==> src/rtl/ysyx_23060061_ifu.sv <==
// Instruction fetch unit: holds the PC, fetches one word from imem, hands it to decode, waits for next PC.
// Latency: 4 cycles per instruction with zero-wait neighbours (REQ, WAIT, HOLD, NPC); each stall stretches only its own state.
// Backpressure: req_valid/req_addr and inst_valid/inst held stable until the matching ready; one instruction in flight.
module ysyx_23060061_ifu #(
    parameter logic [31:0] RESET_PC = 32'h8000_0000
) (
    input  logic        clk,
    input  logic        rst,
    output logic        req_valid,
    input  logic        req_ready,
    output logic [31:0] req_addr,
    input  logic        resp_valid,
    input  logic [31:0] resp_data,
    input  logic        resp_err,
    output logic        inst_valid,
    input  logic        inst_ready,
    output logic [31:0] inst,
    output logic [31:0] inst_pc,
    output logic [6:0]  opcode,
    output logic [2:0]  funct3,
    input  logic        npc_valid,
    input  logic [31:0] npc,
    output logic        fault,
    output logic [1:0]  fault_cause,
    output logic [31:0] fetch_count
);

    typedef enum logic [2:0] {
        IDLE = 3'd0,
        REQ  = 3'd1,
        WAIT = 3'd2,
        HOLD = 3'd3,
        NPC  = 3'd4,
        ERR  = 3'd5
    } ifuState_t;

    ifuState_t  state;
    ifuState_t  nextState;
    logic [31:0] pcReg;
    logic [31:0] instReg;
    logic [31:0] instPcReg;
    logic [1:0]  faultCauseReg;
    logic [31:0] fetchCountReg;

    always_ff @(posedge clk or posedge rst) begin
        if (rst) begin
            state <= IDLE;
        end else begin
            state <= nextState;
        end
    end

    always_comb begin
        nextState = state;
        case (state)
            IDLE: nextState = REQ;
            REQ:  if (req_ready) nextState = WAIT;
            WAIT: if (resp_valid) nextState = resp_err ? ERR : HOLD;
            HOLD: if (inst_ready) nextState = NPC;
            NPC:  if (npc_valid) nextState = (npc[1:0] != 2'b00) ? ERR : REQ;
            ERR:  nextState = ERR;
            default: nextState = IDLE;
        endcase
    end

    always_comb begin
        req_valid  = (state == REQ);
        inst_valid = (state == HOLD);
        fault      = (state == ERR);
    end

    // Datapath updates mirror the transitions above; pc is only ever loaded from npc.
    always_ff @(posedge clk or posedge rst) begin
        if (rst) begin
            pcReg         <= RESET_PC;
            instReg       <= 32'd0;
            instPcReg     <= 32'd0;
            faultCauseReg <= 2'b00;
            fetchCountReg <= 32'd0;
        end else begin
            case (state)
                WAIT: begin
                    if (resp_valid) begin
                        if (resp_err) begin
                            faultCauseReg <= 2'b01;
                        end else begin
                            instReg   <= resp_data;
                            instPcReg <= pcReg;
                        end
                    end
                end
                HOLD: begin
                    if (inst_ready) fetchCountReg <= fetchCountReg + 32'd1;
                end
                NPC: begin
                    if (npc_valid) begin
                        if (npc[1:0] != 2'b00) begin
                            faultCauseReg <= 2'b10;
                        end else begin
                            pcReg <= npc;
                        end
                    end
                end
                default: ;
            endcase
        end
    end

    assign req_addr    = pcReg;
    assign inst        = instReg;
    assign inst_pc     = instPcReg;
    assign opcode      = instReg[6:0];
    assign funct3      = instReg[14:12];
    assign fault_cause = faultCauseReg;
    assign fetch_count = fetchCountReg;

endmodule

==> config.mk <==
export PLATFORM = sky130hd
export DESIGN_NAME = ysyx_23060061_ifu
export DESIGN_NICKNAME = d
export VERILOG_FILES = /design/src/rtl/ysyx_23060061_ifu.sv
export SDC_FILE = /design/constraint.sdc
export NUM_CORES = 1
export LEC_CHECK = 0
export ABC_AREA = 1
export BUFFER_PORTS_ARGS = -buffer_cell sky130_fd_sc_hd__buf_2
export CAP_MARGIN = 25
export CORE_MARGIN = 1
export CORE_UTILIZATION = 54
export DETAILED_ROUTE_END_ITERATION = 12
export GPL_TIMING_DRIVEN = 0
export HOLD_SLACK_MARGIN = 0.03
export MAX_ROUTING_LAYER = met4
export PLACE_DENSITY = 0.88
export SLEW_MARGIN = 15
export SYNTH_ARGS = -nofsm -noshare
export SYNTH_HDL_FRONTEND = slang
export SYNTH_SLANG_ARGS = --single-unit
==> constraint.sdc <==
create_clock -name clk -period 5.85 [get_ports clk]
set_clock_uncertainty 0.1 [all_clocks]
set_input_delay 0.2925 -clock clk [delete_from_list [all_inputs] [get_ports clk]]
set_output_delay 0.2925 -clock clk [all_outputs]
set_load 0.01 [all_outputs]
### Word level (Yosys, flattened, before mapping)

Index checks and enable logic that the tools add are counted.

| word-level totals | value |
|---|---|
| flip-flop bits (word level) | 133 |
| output and inout port bits | 143 |
| input port bits | 71 |

| operators by class | value |
|---|---|
| equality and inequality tests | 11 |
| mux-type cells | 12 |
| reduce and logical (&&, ||, !) cells | 8 |
| add/subtract/negate cells | 1 |
| bitwise operators | 2 |

Operators with widths:

| kind | number |
|---|---|
| $add 32x1->32 const B | 1 |
| $mux 3 | 6 |
| $pmux 3 s6 | 1 |
| $mux 2 | 4 |
| $ne 2x2->1 const B | 4 |
| $eq 3x2->1 const B | 2 |
| $eq 3x3->1 const B | 2 |
| $reduce_and 3->1 | 2 |
| $reduce_and 5->1 | 1 |
| $ne 2x1->1 const B | 2 |
| $pmux 2 s2 | 1 |
| $reduce_and 4->1 | 1 |
| $reduce_bool 2->1 | 2 |
| $eq 3x1->1 const B | 1 |
| $logic_not 3->1 | 1 |
| $not 1->1 | 2 |
| $reduce_and 2->1 | 1 |

### Longest topological paths before layout

Gate-level depths: netlist of run 1.

| depth | value |
|---|---|
| depth after elaboration | 4 |
| gate-level depth with buffers | 9 |

### Least setup slack after synthesis of run 1

OpenSTA, ideal clock, no wires.

| timing path | value |
|---|---|
| kind | reg2reg |
| from | register fetchCountReg[0] (netlist: fetch_count[0]) |
| to | register fetchCountReg[18] (netlist: fetch_count[18]) |
| path buffers | 0 |
| data required time | 5.631 ns |
| data arrival time | 1.262 ns |
| setup slack | 4.370 ns |
| clock period less this slack | 1.480 ns |
| cell stages (with the launch flop) | 9 |
| path through | dfrtp_1 ha_1 nand2_1 nor2_1 nand2_1 nor2_4 nand2_1 o21ai_1 nand2_1 |

| on the way | value |
|---|---|
| word-level cells in the longest chain between the ends | 1 |

RTL lines:

| element | line | text |
|---|---|---|
| from (decl) | 43 | `logic [31:0] fetchCountReg;` |
| from (signal assigned) | 93 | `if (inst_ready) fetchCountReg <= fetchCountReg + 32'd1;` |
| $add 32x1->32 | 93 |  |

No other way between the ends.
A chain may end at the register's enable or synchronous reset.

### Worst setup path in the final report of run 1

| timing path | value |
|---|---|
| from | register state[0] |
| to | output req_valid |

| on the way | value |
|---|---|
| word-level cells in the longest chain between the ends | 1 |

RTL lines:

| element | line | text |
|---|---|---|
| from (decl) | 37 | `ifuState_t state;` |
| from (signal assigned) | 49 | `state <= nextState;` |
| $eq 3x1->1 | 67 | `req_valid = (state == REQ);` |
| to (decl) | 9 | `output logic req_valid,` |

No other way between the ends.

==> summary.md, run 1 <==
| Metric | Value |
|---|---|
| Outcome | `complete, no violations` |
| Final ANT Viol Nets | `0` |
| GRT Overall Usage | `0.323` |
| # clock sinks | `133` |
| H-tree Lvls | `4` |
| Synth async-reset ratio | `1.00` |
| Most frequent cell after synthesis | `nand2_1` |
| MaxCap Viol Count | `0` |
| F_max | `0.494 GHz` |
| Worst-path clk slew | `0.05 ns` |
| Area leader, netlist | `dfrtp_1` |
| Hold Path Origin | `req_ready` |
| Initial DRC Count | `359` |
| Cell count of the worst reg-to-reg path | `9` |
| Die X | `107 um` |
| Worst r2r src | `state[1]` |
| Cell variety after synth | `29` |
| Sequential area share after synthesis | `0.562` |
| Prevailing post-synth register cell | `dfrtp_1` |
| Setup TNS | `0 ns` |
| Seq cells post-synth | `133` |
| Worst hold endpoint | `state[0]` |
| Total Routed Length | `17300 um` |
| Synthesized area | `5920 sq um` |
| Hold path cells | `4` |
| Overall Power | `3.73 mW` |
| Maximum VDD drop | `0.000275 V` |
| CP endpoint kind | `output port` |
| Synth Area per Inst | `8.34 sq um` |
| RSZ-0062 raised after global routing | `false` |
| Hold_ws | `0.0611 ns` |
| Top cell type's share of synthesized area | `0.558` |
| Lkg Pwr | `4.75 nW` |
| Worst setup margin | `3.83 ns` |
| CTS buffer count | `17` |
| Kind of critical path | `flop to output port` |
| Dpl ws | `4.03 ns` |
| Ys Warns | `0` |
| Largest net degree at the start of global routing | `84` |
| Grt ovf | `0` |
| Fraction of layout cells with a size suffix above 1 | `0.289` |
| First-pass GRT wire length | `27200 um` |
| CTS max path bufs | `2` |
| Filler cell count | `669` |
| Endpoints failing setup | `0` |
| Slew HR | `0.591` |
| Synthesized Nets | `782` |
| P&R area growth vs syn | `42.3%` |
| DRT Pass-1 Iters | `5` |
| Starting Density | `0.566` |
| Area of the core | `10500 sq um` |
| RR Endpoint | `req_addr[14]` |
| Avg WL per Cell | `14.9 um` |
| Crit share post-route | `0.346` |
| Worst slew pin tran | `0.614 ns` |
| Port buffer count | `213` |
| Post-CTS setup buffer count | `0` |
| Nets | `1078` |
| Die area | `11400 sq um` |
| Min-Delay Path Class | `input pin to flop` |
| Antenna violations before repair | `1` |
| WP data required | `5.46 ns` |
| Pwr Density | `442 nW/um^2` |
| Final HPWL DP | `11100 um` |
| Design Area, Final | `8430 sq um` |
| Cts repair resizes | `0` |
| Detailed-route DRC error count | `0` |
| List of most frequent post-synthesis cells | `301 x nand2_1, 132 x dfrtp_1, 72 x nand3_1` |
| Min Clock Period, post-route | `2.02 ns` |
| RD Place Congestion | `0.907` |
| Std cell rows | `37` |
| CTS Hold Bufs | `63` |
| IO Count | `214` |
| Number of flops mapped to enable cells by yosys | `0` |
| Reg-to-reg slack, setup | `4.01 ns` |
| Crit path DAT | `1.63 ns` |
| CP Launch Type | `flop` |
| Gate count of the mapped netlist | `710` |
| Clock latency at the later pin of the worst-skew pair | `0.51 ns` |
| Vias in the first global route | `5692` |
| Die Ht | `107 um` |
| CTS Root Cell | `clkbuf_8` |
| Area post-placement | `7190 sq um` |
| Vias | `5948` |
| Vias/cell | `5.14` |
| Slew Viols, Final | `0` |
| TritonCTS clock tree | `done` |
| Synth area leaders | `dfrtp_1 56%, nand2_1 19%, nand3_1 6.1%, inv_1 3.0%, nor2_1 2.7%` |
| Crit Path Max Fanout | `7` |
| Final Hold Vio Count | `0` |
[how the worst max path moves through the flow]
stage,start,to,slack [ns],depth (start not counted)
after detailed placement,state[1],req_addr[14],4.03,9
after global routing,state[2],fault,3.75,5
final,state[0],req_valid,3.83,3
after CTS,state[0],req_valid,3.86,3
after global placement,rst,req_addr[27],0.49,2
after floorplan,rst,fault_cause[0],1.90,1
[critical path, cell delays in order, from the launching register on]
cell     delay, ns
dfrtp_1       0.49
inv_1         0.10
nor3_1        0.33
buf_2         0.22
[area by class of cell]
cell class | count | area [sq um] | share of cell area
sequential | 133 | 3330 | 0.395
multi-input combinational | 490 | 2190 | 0.260
timing repair buffer | 277 | 1720 | 0.205
clock buffer | 18 | 428 | 0.0508
buffer | 35 | 208 | 0.0246
inverter | 52 | 200 | 0.0238
clock inverter | 14 | 175 | 0.0208
tap | 136 | 170 | 0.0202
antenna | 2 | 5.00 | 0.000594
[state kept, by name (all words and copies together) (netlist names)]
register     cells
fault_cause      2
inst_pc         32
state            3
req_addr        32
inst            32
fetch_count     32
[cells in the final DEF (no fill, tap or decap), types with 3 or more instances in the layout]
cell type / netlist / final
xor2_1: 6 / 6
nor2_4: 4 / 4
buf_4: 17 / 17
clkbuf_1: 6 / 6
nand4_1: 9 / 9
xnor2_1: 10 / 10
buf_2: 10 / 223
nor2_1: 43 / 43
clkinv_4: 0 / 3
inv_1: 48 / 47
dfrtp_1: 132 / 132
o21ai_1: 13 / 13
clkinvlp_4: 0 / 3
nand2_1: 301 / 301
inv_6: 0 / 4
bufinv_16: 0 / 3
dlygate4sd3_1: 0 / 63
nand3_1: 72 / 72
nor3_1: 3 / 3
clkbuf_16: 0 / 16
nand3b_1: 4 / 4
nand2_2: 4 / 4
o21ai_0: 10 / 10
inv_2: 3 / 3
[power breakdown]
group          internal, mW  leakage (nW)  switching, mW
combinational         0.497          2.76          0.675
clock                 0.665         0.288          0.418
sequential             1.24          1.70          0.236
total                  2.40          4.75           1.33
[cell families after synthesis]
group / Yosys count / share of synthesized area
buffers and inverters: 87 / 0.0680
adders and majority gates: 1 / 0.00211
DFF: 133 / 0.562
AOI/OAI and AO/OA: 25 / 0.0216
and+or+nand+nor: 448 / 0.322
xor gates and xnor gates: 16 / 0.0237
[stage by stage]
| step | std cells | utilization |
|---|---|---|
| 4_1_cts | 1155 | 0.805 |
| 2_1_floorplan | 710 | - |
| 6_report | 1157 | 0.806 |
| 3_3_place_gp | 1059 | 0.684 |
| 5_1_grt | 1157 | 0.806 |
| 3_5_place_dp | 1060 | 0.687 |
[layer usage]
metal / wire [um] / vias to the layer above / track usage
met5: 0 / - / -
met2: 8670 / 294 / 0.534
met3: 1140 / 61 / 0.0827
li1: - / 2808 / -
met4: 584 / 0 / 0.130
met1: 6890 / 2785 / 0.377
Power figures use the tool's default switching activity.
==> run 2, diff against run 1 <==
--- a/config.mk
+++ b/config.mk
@@ -9,12 +9,12 @@
 export BUFFER_PORTS_ARGS = -buffer_cell sky130_fd_sc_hd__buf_2
 export CAP_MARGIN = 25
 export CORE_MARGIN = 1
-export CORE_UTILIZATION = 54
+export CORE_UTILIZATION = 50
 export DETAILED_ROUTE_END_ITERATION = 12
 export GPL_TIMING_DRIVEN = 0
 export HOLD_SLACK_MARGIN = 0.03
 export MAX_ROUTING_LAYER = met4
-export PLACE_DENSITY = 0.88
+export PLACE_DENSITY = 0.82
 export SLEW_MARGIN = 15
 export SYNTH_ARGS = -nofsm -noshare
 export SYNTH_HDL_FRONTEND = slang
==> constraint.sdc (replaced) <==
create_clock -name clk -period 1.98 [get_ports clk]
set_clock_uncertainty 0.1 [all_clocks]
set_input_delay 0.099 -clock clk [delete_from_list [all_inputs] [get_ports clk]]
set_output_delay 0.099 -clock clk [all_outputs]
set_load 0.01 [all_outputs]
==> run 2 against run 1 <==
Power rose to 3.0 times the previous value. Global-route usage down 1.6 points. Clock-buffer cell count up 3. Non-clock buffer count up 9. Register-to-register slack worse by 3.9 ns. First-iteration DRC count down 1.9%. Setup slack worse by 3.7 ns. Sequential share of layout area down 0.61 points. Critical path type is now flop to flop.
==> summary.md, run 2 (synthesis results as in run 1) <==
| Metric | Value |
|---|---|
| Slew HR | `0.677` |
| Switching pwr | `3.84 mW` |
| Starting Density | `0.516` |
| Maximum VDD drop | `0.000907 V` |
| GRT Overall Usage | `0.307` |
| Worst-path clk slew | `0.06 ns` |
| Post-Route Utilization | `0.747` |
| Filler cell count | `849` |
| Endpoints failing setup | `0` |
| Number of antenna diodes | `0` |
| Std cell rows | `39` |
| Worst slew pin tran | `0.485 ns` |
| F_max | `0.541 GHz` |
| Post-Place Cells | `1070` |
| Clk network pwr share | `0.295` |
| Reg area | `3330 sq um` |
| CP Launch Type | `flop` |
| Post-route insts no fill | `1171` |
| Vias/cell | `5.08` |
| Nets | `1087` |
| TritonCTS clock tree | `done` |
| First-pass GRT wire length | `28600 um` |
| Crit Path Max Fanout | `7` |
| Lkg Pwr | `4.81 nW` |
| Fraction of layout cells with a size suffix above 1 | `0.291` |
| Kind of critical path | `flop to flop` |
| Largest net degree at the start of global routing | `38` |
| Slew Viols, Final | `0` |
| CP endpoint kind | `flop` |
| Final ANT Viol Nets | `0` |
| Crit path DAT | `2.04 ns` |
| CTS buffer count | `17` |
| Reg-to-reg slack, setup | `0.13 ns` |
| Power Internal | `7.33 mW` |
| Pwr Density | `1300 nW/um^2` |
| IO Count | `214` |
| Outcome | `complete, no violations` |
| MaxCap Viol Count | `0` |
| Total Routed Length | `17700 um` |
| Initial DRC Count | `352` |
| Avg WL per Cell | `15.1 um` |
| P&R area growth vs syn | `44.7%` |
| H-tree Lvls | `4` |
| Die X | `111 um` |
| Clock latency at the later pin of the worst-skew pair | `0.42 ns` |
| CP Launch Point | `state[1]` |
| Min Clock Period, post-route | `1.85 ns` |
| Grt ovf | `0` |
| Antenna violations before repair | `0` |
| Vias in the first global route | `5944` |
| Min-Delay Path Class | `input pin to flop` |
| Vias | `5944` |
| CTS max path bufs | `2` |
| DRT Pass-1 Iters | `5` |
| RD Place Congestion | `0.875` |
| Hold_ws | `0.0520 ns` |
| Crit share post-route | `0.933` |
| Most common cell after layout, fill and taps aside | `nand2_1` |
| Gate power share | `0.314` |
| Cell count of the worst reg-to-reg path | `7` |
| Final HPWL DP | `11200 um` |
| Switching share of power | `0.344` |
| RSZ-0062 raised after global routing | `false` |
| Die Ht | `111 um` |
| Area of the core | `11500 sq um` |
| Port buffer count | `213` |
| CTS Root Cell | `clkbuf_16` |
| Multi-input gate area | `2190 sq um` |
| Worst r2r src | `state[1]` |
| WP data required | `2.17 ns` |
| # clock sinks | `133` |
| Most frequent cells in the layout | `301 x nand2_1, 223 x buf_2, 130 x dfrtp_1` |
| Detailed-route DRC error count | `0` |
| Die area | `12300 sq um` |
| Critical Path End | `state[0]` |
| Final Hold Vio Count | `0` |
| Reg power frac | `0.391` |
| RR Endpoint | `state[0]` |
==> run 2: cell types whose count changed in the layout (fill, tap and decap cells not counted), sizes merged <==
cell and delta:
bufinv +1, buf +3, dlygate4sd3 +6, inv -4, clkinv +1, clkinvlp -1, diode -2, clkbuf +3
==> run 2: worst min path at each step <==
| stage | slack (ns) | start | depth (start not counted) | endpoint |
|---|---|---|---|---|
| 4_1_cts | 0.04 | resp_err | 5 | state[2] |
| 3_5_place_dp | -0.02 | rst | 2 | inst[22] |
| 2_1_floorplan | 0.09 | npc[31] | 2 | req_addr[31] |
| 6_report | 0.05 | npc[1] | 5 | req_addr[22] |
| 5_1_grt | 0.08 | npc[1] | 5 | req_addr[23] |
| 3_3_place_gp | 0.19 | npc[6] | 3 | req_addr[6] |
==> run 2: critical path: stages (launching register included) <==
cell           delay [ns]
dfrtp_1              0.46
inv_1                0.10
nand2_1              0.06
nor2_2               0.14
nand2_1              0.12
nand2_1              0.14
a21oi_1              0.05
dlygate4sd3_1        0.55
==> run 2: per-stage QoR <==
stage / power (mW) / area [sq um] / worst slack [ns] / TNS [ns]
6_report: 11.2 / 8570 / 0.133 / 0
5_1_grt: 11.7 / 8570 / 0.0152 / 0
4_1_cts: 11.1 / 8560 / 0.128 / 0
3_5_place_dp: 7.61 / 7250 / 0.231 / 0
3_3_place_gp: 7.48 / 7170 / -0.702 / -91.87
2_1_floorplan: 6.09 / 5920 / 0.131 / 0
==> run 2: area by class of cell <==
cell class / instances / area share
Sequential cell: 133 / 0.389
Multi-Input combinational cell: 490 / 0.256
Timing Repair Buffer: 286 / 0.214
Clock buffer: 21 / 0.0538
Buffer: 35 / 0.0242
Inverter: 52 / 0.0232
Tap cell: 143 / 0.0209
Clock inverter: 11 / 0.0184
==> run 2: timing repair <==
item                                    CTS  global route
hold buffers                             69             0
gates resized for setup                   0             4
setup buffers                             0             0
endpoints found under the hold margin   136             0
endpoints found under the setup margin    0             2
==> run 2: metal layers <==
layer  global-route usage  wire [um]
met1                0.350       7070
met2                0.513       9010
met4                0.156        597
met5                    -          0
met3               0.0612        994
==> run 2: power groups by stage <==
| stage | clock network [mW] | registers, mW | logic, mW |
|---|---|---|---|
| 5_1_grt | 3.45 | 4.48 | 3.81 |
| 3_3_place_gp | 0 | 4.29 | 3.19 |
| 2_1_floorplan | 0 | 4.70 | 1.39 |
| 3_5_place_dp | 0 | 4.33 | 3.29 |
| 6_report | 3.30 | 4.36 | 3.50 |
| 4_1_cts | 3.33 | 4.30 | 3.44 |
==> run 3, diff against run 2 <==
--- a/config.mk
+++ b/config.mk
@@ -8,7 +8,7 @@
 export ABC_AREA = 1
 export BUFFER_PORTS_ARGS = -buffer_cell sky130_fd_sc_hd__buf_2
 export CAP_MARGIN = 25
-export CORE_MARGIN = 1
+export CORE_MARGIN = 8
 export CORE_UTILIZATION = 50
 export DETAILED_ROUTE_END_ITERATION = 12
 export GPL_TIMING_DRIVEN = 0
==> run 3 against run 2 <==
Wire length grew 8.8%. Global-route usage shrank 5.0 points. Via count grew 1.3%. Largest power group unchanged. Clock power shrank 3%. Critical endpoint unchanged. Sequential share of layout area is essentially flat. Register-to-register slack lost 0.02 ns.
==> summary.md, run 3 (synthesis results as in run 1) <==
| Metric | Value |
|---|---|
| Vias | `6023` |
| Initial DRC Count | `526` |
| TritonCTS clock tree | `done` |
| Crit Path Max Fanout | `7` |
| IO Count | `214` |
| Cell count of the worst reg-to-reg path | `7` |
| Overall Power | `11.2 mW` |
| GRT Overall Usage | `0.256` |
| CP Launch Point | `state[0]` |
| First-pass GRT wire length | `31600 um` |
| Grt ovf | `0` |
| # clock sinks | `133` |
| Design Area, Final | `8570 sq um` |
| DRT Pass-1 Iters | `5` |
| Detailed-route DRC error count | `0` |
| Total Routed Length | `19200 um` |
| RSZ-0062 raised after global routing | `false` |
| Min-Delay Path Class | `input pin to flop` |
| Die area | `15600 sq um` |
| MaxCap Viol Count | `0` |
| Std cell rows | `39` |
| Filler cell count | `773` |
| CP delay by family, top | `buffers and inverters` |
| Port buffer count | `213` |
| Outcome | `complete, no violations` |
| Min Clock Period, post-route | `1.86 ns` |
| Area post-placement | `7250 sq um` |
| Vias in the first global route | `6201` |
| Largest net degree at the start of global routing | `35` |
| Die X | `125 um` |
| Clock latency at the later pin of the worst-skew pair | `0.41 ns` |
| Die Ht | `125 um` |
| Starting Density | `0.516` |
| Maximum VDD drop | `0.000947 V` |
| CP endpoint kind | `flop` |
| Nets | `1089` |
| Most common cell after layout, fill and taps aside | `nand2_1` |
| Number of antenna diodes | `0` |
| CP Launch Type | `flop` |
| RR Endpoint | `state[0]` |
| Fraction of layout cells with a size suffix above 1 | `0.288` |
| Crit path DAT | `2.06 ns` |
| Lkg Pwr | `4.80 nW` |
| Kind of critical path | `flop to flop` |
| Final HPWL DP | `12700 um` |
| Worst slew pin tran | `0.515 ns` |
| Slowest CP cell | `dlygate4sd3_1` |
| Hold path cells | `4` |
| Endpoints failing setup | `0` |
| RD Place Congestion | `0.875` |
| Worst-path clk slew | `0.05 ns` |
| Area of the core | `11500 sq um` |
| Worst path most repeated cell | `nand2_1` |
| Crit share post-route | `0.941` |
| Buf/Inv on CP | `2` |
| Post-Route Utilization | `0.747` |
| Pwr Density | `1300 nW/um^2` |
| Hold Path Origin | `resp_valid` |
| Crit path cell chain | `nor2_2 > nand2_2 > inv_1 > nand2_1 > nand2_1 > a21oi_1 > dlygate4sd3_1` |
| Avg WL per Cell | `16.4 um` |
| Final ANT Viol Nets | `0` |
| F_max | `0.537 GHz` |
| Slowest Stage Delay on Critical Path | `0.55 ns` |
| H-tree Lvls | `4` |
| CTS Root Cell | `clkbuf_16` |
| Final Hold Vio Count | `0` |
| Slew Viols, Final | `0` |
| Worst hold endpoint | `inst_pc[28]` |
| Most frequent cells in the layout | `300 x nand2_1, 223 x buf_2, 130 x dfrtp_1` |
| Worst r2r src | `state[0]` |
| CTS buffer count | `17` |
| Slew HR | `0.657` |
| Reg-to-reg slack, setup | `0.12 ns` |
| Post-CTS setup buffer count | `0` |
| P&R area growth vs syn | `44.7%` |
| WP data required | `2.17 ns` |
| CTS max path bufs | `2` |
| Antenna violations before repair | `0` |
| Vias/cell | `5.13` |
run 3: how the worst max path moves through the flow:
| stage | cells after the start | slack [ns] | endpoint |
|---|---|---|---|
| CTS | 7 | 0.11 | state[0] |
| global placement | 2 | -0.73 | req_addr[27] |
| floorplan | 1 | 0.13 | fault_cause[0] |
| global route | 7 | 0.03 | state[0] |
| detailed placement | 9 | 0.22 | req_addr[16] |
| finish | 7 | 0.12 | state[0] |
run 3: layout make-up:
type / instances / area (sq um) / share of cell area
Buffer: 35 / 208 / 0.0242
Clock buffer: 23 / 468 / 0.0546
Clock inverter: 9 / 128 / 0.0149
Inverter: 52 / 199 / 0.0232
Multi-Input combinational cell: 490 / 2200 / 0.257
Sequential cell: 133 / 3330 / 0.389
Tap cell: 143 / 179 / 0.0209
Timing Repair Buffer: 288 / 1860 / 0.217
run 3: stage by stage:
| step | hold slack (ns) | worst slack (ns) | TNS [ns] | std cells |
|---|---|---|---|---|
| 4_1_cts | 0.0491 | 0.107 | 0 | 1173 |
| 6_report | 0.0969 | 0.116 | 0 | 1173 |
| 3_5_place_dp | 0.0414 | 0.223 | 0 | 1070 |
| 5_1_grt | 0.113 | 0.0304 | 0 | 1173 |
| 2_1_floorplan | 0.0900 | 0.131 | 0 | 710 |
| 3_3_place_gp | 0.192 | -0.729 | -95.62 | 1066 |
run 3: metal layers:
| metal | global-route usage | wire (um) | vias up |
|---|---|---|---|
| met5 | - | 0 | - |
| met4 | 0.134 | 877 | 0 |
| met3 | 0.0545 | 1080 | 66 |
| met2 | 0.423 | 9630 | 272 |
| met1 | 0.288 | 7630 | 2858 |
| li1 | - | - | 2827 |
run 3: worst reg2reg max path, cell delays in order, from the launching register on:
cell and delay [ns]:
dfrtp_2 0.47, nor2_2 0.16, nand2_2 0.10, inv_1 0.10, nand2_1 0.08, nand2_1 0.14
a21oi_1 0.05, dlygate4sd3_1 0.55
run 3: report_power, final:
part / switching, mW / internal [mW] / total (mW) / leakage (nW)
clock: 1.16 / 2.04 / 3.20 / 0.283
combinational: 2.08 / 1.52 / 3.60 / 2.82
sequential: 0.707 / 3.66 / 4.36 / 1.70
run 3: repair_timing:
item | CTS | global route
hold buffers | 71 | 0
setup endpoints to repair | 0 | 1
resized for setup | 0 | 5
endpoints found under the hold margin | 144 | 0
